$ cat src/rtl/audio_mixer.sv
// Stereo mixer: PSG panning plus a low-passed beeper, saturated to DAC width.
// Three register stages: capture, filter/sum, saturate.
module audio_mixer #(
  parameter int OUT_W  = 10,
  parameter int FILT_K = 3
) (
  input  logic             clk_sys,
  input  logic             reset,
  input  logic             ce,
  input  logic [7:0]       ch_a,
  input  logic [7:0]       ch_b,
  input  logic [7:0]       ch_c,
  input  logic             ear_out,
  input  logic             mic_out,
  input  logic             tape_in,
  input  logic [1:0]       stereo_mode,
  input  logic             filt_en,
  output logic [OUT_W-1:0] left,
  output logic [OUT_W-1:0] right,
  output logic             out_valid
);

  localparam logic [11:0] MAX12 = 12'((2 ** OUT_W) - 1);

  logic [7:0]  a1, b1, c1;
  logic [1:0]  mode1;
  logic        fen1;
  logic [8:0]  x1;
  logic        v1;

  logic [11:0] y;
  logic [11:0] x8;
  logic [12:0] diff;
  logic [12:0] step;
  logic [12:0] y_sum;
  logic [11:0] y_next;
  logic [10:0] psg_l, psg_r;
  logic [10:0] aa, bb, cc;

  logic [10:0] l2, r2;
  logic [8:0]  beep2;
  logic        v2;

  logic [11:0] sum_l, sum_r;

  function automatic logic [OUT_W-1:0] sat(input logic [11:0] s);
    if (s > MAX12) return {OUT_W{1'b1}};
    return s[OUT_W-1:0];
  endfunction

  // Stage 1: capture one sample per ce; beeper weighted 256/128/64.
  always_ff @(posedge clk_sys) begin
    if (reset) begin
      v1 <= 1'b0;
    end else begin
      v1 <= ce;
    end
    if (ce) begin
      a1    <= ch_a;
      b1    <= ch_b;
      c1    <= ch_c;
      mode1 <= stereo_mode;
      fen1  <= filt_en;
      x1    <= {ear_out, mic_out, tape_in, 6'b0};
    end
  end

  // Beeper one-pole low-pass (9.3 fixed point) and PSG panning.
  always_comb begin
    x8     = {x1, 3'b000};
    diff   = $signed({1'b0, x8}) - $signed({1'b0, y});
    step   = $signed(diff) >>> FILT_K;
    y_sum  = {1'b0, y} + step;
    y_next = fen1 ? y_sum[11:0] : x8;
    aa     = {3'b000, a1};
    bb     = {3'b000, b1};
    cc     = {3'b000, c1};
    psg_l  = (aa << 1) + bb;
    psg_r  = (cc << 1) + bb;
    unique case (1'b1)
      (mode1 == 2'b01): begin
        psg_l = (aa << 1) + cc;
        psg_r = (bb << 1) + cc;
      end
      (mode1 == 2'b10): begin
        psg_l = aa + bb + cc;
        psg_r = aa + bb + cc;
      end
      default: begin
        psg_l = (aa << 1) + bb;
        psg_r = (cc << 1) + bb;
      end
    endcase
  end

  // Stage 2: advance filter state and hold the channel sums.
  always_ff @(posedge clk_sys) begin
    if (reset) begin
      v2 <= 1'b0;
      y  <= '0;
    end else begin
      v2 <= v1;
      if (v1) y <= y_next;
    end
    if (v1) begin
      l2    <= psg_l;
      r2    <= psg_r;
      beep2 <= y_next[11:3];
    end
  end

  // Stage 3 mix: 12-bit sum cannot overflow (max 1213).
  always_comb begin
    sum_l = {1'b0, l2} + {3'b000, beep2};
    sum_r = {1'b0, r2} + {3'b000, beep2};
  end

  // Stage 3: clamp to DAC range and strobe out_valid.
  always_ff @(posedge clk_sys) begin
    if (reset) begin
      left      <= '0;
      right     <= '0;
      out_valid <= 1'b0;
    end else begin
      out_valid <= v2;
      if (v2) begin
        left  <= sat(sum_l);
        right <= sat(sum_r);
      end
    end
  end

endmodule

$ cat config.mk
export PLATFORM = sky130hd
export DESIGN_NAME = audio_mixer
export DESIGN_NICKNAME = d
export VERILOG_FILES = /design/src/rtl/audio_mixer.sv
export SDC_FILE = /design/constraint.sdc
export NUM_CORES = 1
export LEC_CHECK = 0
export ABC_AREA = 1
export BUFFER_PORTS_ARGS = -buffer_cell sky130_fd_sc_hd__buf_2
export CAP_MARGIN = 25
export CORE_MARGIN = 1
export CORE_UTILIZATION = 60
export DETAILED_ROUTE_END_ITERATION = 10
export HOLD_SLACK_MARGIN = 0.12
export PLACE_DENSITY = 0.8
export SETUP_SLACK_MARGIN = 0.1
export SLEW_MARGIN = 20
export SYNTH_ARGS = -nofsm -noshare
export SYNTH_HDL_FRONTEND = slang
export SYNTH_SLANG_ARGS = --single-unit
$ cat constraint.sdc
create_clock -name clk_sys -period 3.9 [get_ports clk_sys]
set_input_delay 0.585 -clock clk_sys [delete_from_list [all_inputs] [get_ports clk_sys]]
set_output_delay 0.585 -clock clk_sys [all_outputs]
set_load 0.05 [all_outputs]
==> metrics.log <==
INFO  metric placed_area = 6590 um2
INFO  metric power.combinational.fraction = 0.351
INFO  metric routed_wl = 13.1 mm
INFO  metric horiz_die_dim = 104 um
INFO  metric finish.net_count = 900
INFO  metric clock_tree_from_tritoncts = done
INFO  metric sequential_cell_area = 2440 um2
INFO  metric use_met3 = 0.0396
INFO  metric dominant_register_cell_in_the_synthesized_netlist = edfxtp_1
INFO  metric cts_max_level = 3
INFO  metric detail_route.vias_per_cell = 5.54
INFO  metric placement_rows = 36
INFO  metric ys_seq_elements = 93
INFO  metric outcome = finished clean
INFO  metric postLayoutCellArea = 6830 um2
INFO  metric fraction_of_final_layout_cells_sized_beyond_drive_strength_1 = 0.117
INFO  metric intPower = 1.92 mW
INFO  metric clock_insertion_delay_worst_skew = 0.37 ns
INFO  metric synth-edff-count = 58
INFO  metric critical-path-slowest-cell = fa_1
INFO  metric overflow = 0
INFO  metric cellPowerDensity = 441 nW/um2
INFO  metric die_footprint = 10700 um2
INFO  metric max_clock_freq = 331 MHz
INFO  metric clock_tree_skew_after_final_layout = 0.0243 ns
INFO  metric grt_start_max_net_pins = 32
INFO  metric setup-violations-final = 0
INFO  metric number_of_warning_messages_in_the_yosys_log = 0
INFO  metric fin_crit = 3.02 ns
INFO  metric design.portCount = 54
INFO  metric detail_route.drc_violations = 0
INFO  metric power_frac_seq = 0.410
INFO  metric slew_violations = 0
INFO  metric critical_path_arrival = 3.13 ns
INFO  metric setup.reg_to_reg.worst_slack = 0.88 ns
INFO  metric whs_path_depth = 1
INFO  metric post_synth_instance_area = 6200 um2
INFO  metric global_route.usage.met1 = 0.322
INFO  metric antenna-diode-count = 0
INFO  metric portBuffers = 53
INFO  metric yosysSeqAreaShare = 0.394
INFO  metric worst_slew_pin_slew = 0.813 ns
INFO  metric cell_chain_critical_path = fa_1, ha_1, inv_1, fa_1, inv_1, a21oi_1, o21ai_0, a21oi_1, o21ba_2, nor2_1, nor2_1, nand2_1, o21ai_0
INFO  metric initial_core_utilization = 0.626
INFO  metric timing.hold.ws = 0.377 ns
INFO  metric hold_path_end = c1[0]$_DFFE_PP_
INFO  metric power_frac_clock = 0.239
INFO  metric timing.critical_path.from_type = register
INFO  metric placeableCoreArea = 9910 um2
INFO  metric layout.core_utilization = 0.689
INFO  metric async_set_or_reset_flop_fraction_in_the_synthesized_netlist = 0
INFO  metric grt.busiest_layer = met2
INFO  metric synth.distinct_cells = 46
INFO  metric drv.max_cap_violation_count = 0
INFO  metric fillCellCount = 831
INFO  metric cts.reportedPaths.clkPinSlew = 0.11 ns
INFO  metric post_synth_main_area_contributors = edfxtp_1 28%, ha_1 12%, dfxtp_1 11%
INFO  metric timing.setup.critical_path_class = register to register
INFO  metric postRouteAntennaNets = 0
INFO  metric post_cts.repair.setup_buffers = 0
INFO  metric endpoint_kind = register
INFO  metric cts_inserted_buffers = 9
INFO  metric critical-path-max-stage-delay = 0.55 ns
INFO  metric worst_slew_margin_rel = 0.457
INFO  metric drt_pre_antenna_iters = 5
INFO  metric floorplan.die.height = 104 um
INFO  metric synth_common_cells = 147 x nand2_1, 113 x inv_1, 60 x ha_1
INFO  metric net-switching-power = 1.09 mW
INFO  metric synthMostInstantiatedCell = nand2_1
INFO  metric syn_avg_cell_area = 8.40 um2
INFO  metric routabilityCongestion = 0.909
INFO  metric multi_input_comb_area = 3270 um2
INFO  metric hold_path.class = input port to register
INFO  metric clock_tree.root_cell = clkbuf_8
INFO  metric area_growth_syn_to_layout = 10.1%
INFO  metric dr.first_iter.drc_count = 316
INFO  metric clk_path_buf_depth = 2
INFO  metric setup_total_negative_slack = 0 ns
INFO  metric irDropWorstVdd = 0.290 mV
INFO  metric postSynthCellCount = 738
INFO  metric cp.required = 4.01 ns
INFO  metric synth_top_area_frac = 0.281
INFO  metric crit_path_max_fanout = 5
INFO  metric critPathTopFamily = adder cells
INFO  metric end_of_the_worst_register_to_register_path = l2[7]$_DFFE_PP_
INFO  metric grt_first_pass_wirelength = 21.9 mm
INFO  metric yosysTopAreaCell = edfxtp_1
INFO  metric first_global_vias = 4850
INFO  metric setup_repair_after_global_routing_missed_its_margin = false
INFO  metric post-dp-hpwl = 10.4 mm
INFO  metric cts.sinks = 93
INFO  metric grt.total_usage = 0.254
INFO  metric power_switching_share = 0.363
INFO  metric cts_repair_resized_insts = 0
INFO  metric power_leakage = 3.37 nW
INFO  metric synth_nets = 846
INFO  metric post_drt_wl_per_cell = 14.1 um
INFO  metric initial_antenna_violation_count = 0
INFO  metric final_hold_viol_count = 0
INFO  metric reg2reg_from = b1[1]$_DFFE_PP_
INFO  metric timing.reg2reg.worst_path_depth = 13
INFO  metric vias = 5149
INFO  metric grt_use_met2 = 0.431
INFO  metric timing.hold.worst.start = ch_c[0]
INFO  metric hold_buffers = 0
INFO  metric cp_num_buf_inv = 2
INFO  metric fin_crit_sh = 0.775
## power groups by stage
stage	sequential, mW	combinational, mW	clock (mW)
3_3_place_gp	1.25	1.00	0
3_5_place_dp	1.25	1.03	0
4_1_cts	1.23	1.04	0.731
6_report	1.23	1.06	0.720
5_1_grt	1.24	1.20	0.768
2_1_floorplan	1.27	0.774	0
## flip-flops by register name, indices dropped and copies added (netlist names), 9 cells and up
signal	count
y	12
l2	10
left	10
right	10
beep2	9
r2	9
## layout make-up
| type | instances | area share |
|---|---|---|
| Clock buffer | 13 | 0.0312 |
| Sequential cell | 93 | 0.358 |
| Inverter | 116 | 0.0638 |
| Clock inverter | 3 | 0.00348 |
| Multi-Input combinational cell | 518 | 0.479 |
| Tap cell | 133 | 0.0244 |
| Timing Repair Buffer | 54 | 0.0400 |
## per-stage QoR
stage | worst slack (ns) | power (mW) | cells
after global placement | 1.01 | 2.25 | 914
after detailed placement | 0.964 | 2.29 | 914
final | 0.879 | 3.01 | 930
after global routing | 0.633 | 3.21 | 930
after CTS | 0.930 | 3.01 | 930
after floorplan | 1.18 | 2.04 | 738
## worst register-to-register path: stages (launching register included)
cell	delay (ns)
edfxtp_1	0.51
fa_1	0.55
ha_1	0.18
inv_1	0.06
fa_1	0.35
inv_1	0.10
a21oi_1	0.07
o21ai_0	0.27
a21oi_1	0.11
o21ba_2	0.22
nor2_1	0.13
nor2_1	0.05
nand2_1	0.08
o21ai_0	0.08
## logic make-up (layout without fill, tap and decap cells)
family / count (synthesis) / after routing / synth area share
and+or+nand+nor: 281 / 281 / 0.198
buffers and inverters: 127 / 186 / 0.0779
AOI/OAI and AO/OA: 143 / 143 / 0.134
adders and majority gates: 75 / 75 / 0.170
DFF: 93 / 93 / 0.394
xor gates and xnor gates: 19 / 19 / 0.0268
## layer usage
metal | share of wire | wire [um] | vias up
met3 | 0.052 | 677 | 34
met2 | 0.47 | 6220 | 178
met4 | 0.031 | 402 | 0
met1 | 0.44 | 5830 | 2363
li1 | - | - | 2574
met5 | 0 | 0 | -
## worst max-delay path by stage
stage                          startpoint         endpoint  cells after the start
final                     b1[1]$_DFFE_PP_  l2[7]$_DFFE_PP_                     13
after global routing      b1[1]$_DFFE_PP_  r2[7]$_DFFE_PP_                     13
after CTS                 b1[1]$_DFFE_PP_  r2[7]$_DFFE_PP_                     13
after detailed placement  b1[1]$_DFFE_PP_  l2[7]$_DFFE_PP_                     13
after global placement    b1[1]$_DFFE_PP_  l2[7]$_DFFE_PP_                     13
after floorplan           b1[1]$_DFFE_PP_  l2[7]$_DFFE_PP_                     13
## layout by cell type (no fill, tap or decap), types with 2 or more instances in the layout
master	netlist	layout
or2_0	2	2
clkbuf_8	0	10
a21oi_1	58	58
nand4_1	3	3
nand3_2	3	3
a21o_1	4	4
nand3b_1	4	4
ha_1	60	60
a21boi_0	2	2
nand2_1	147	147
o21ai_1	3	3
o211ai_1	11	11
inv_2	2	2
inv_1	113	113
xor2_1	15	15
dfxtp_1	35	35
or2_2	3	3
a31oi_1	4	4
nor2_1	52	52
fa_1	15	15
buf_2	2	53
xnor2_1	4	4
clkbuf_16	0	3
nor3_1	6	6
nand2_2	6	6
edfxtp_1	58	58
o221ai_1	4	4
inv_6	0	2
nand3_1	49	49
o21bai_1	3	3
o31ai_1	2	2
nand2_4	3	3
o21ai_0	42	42
Power figures use the tool's default switching activity.
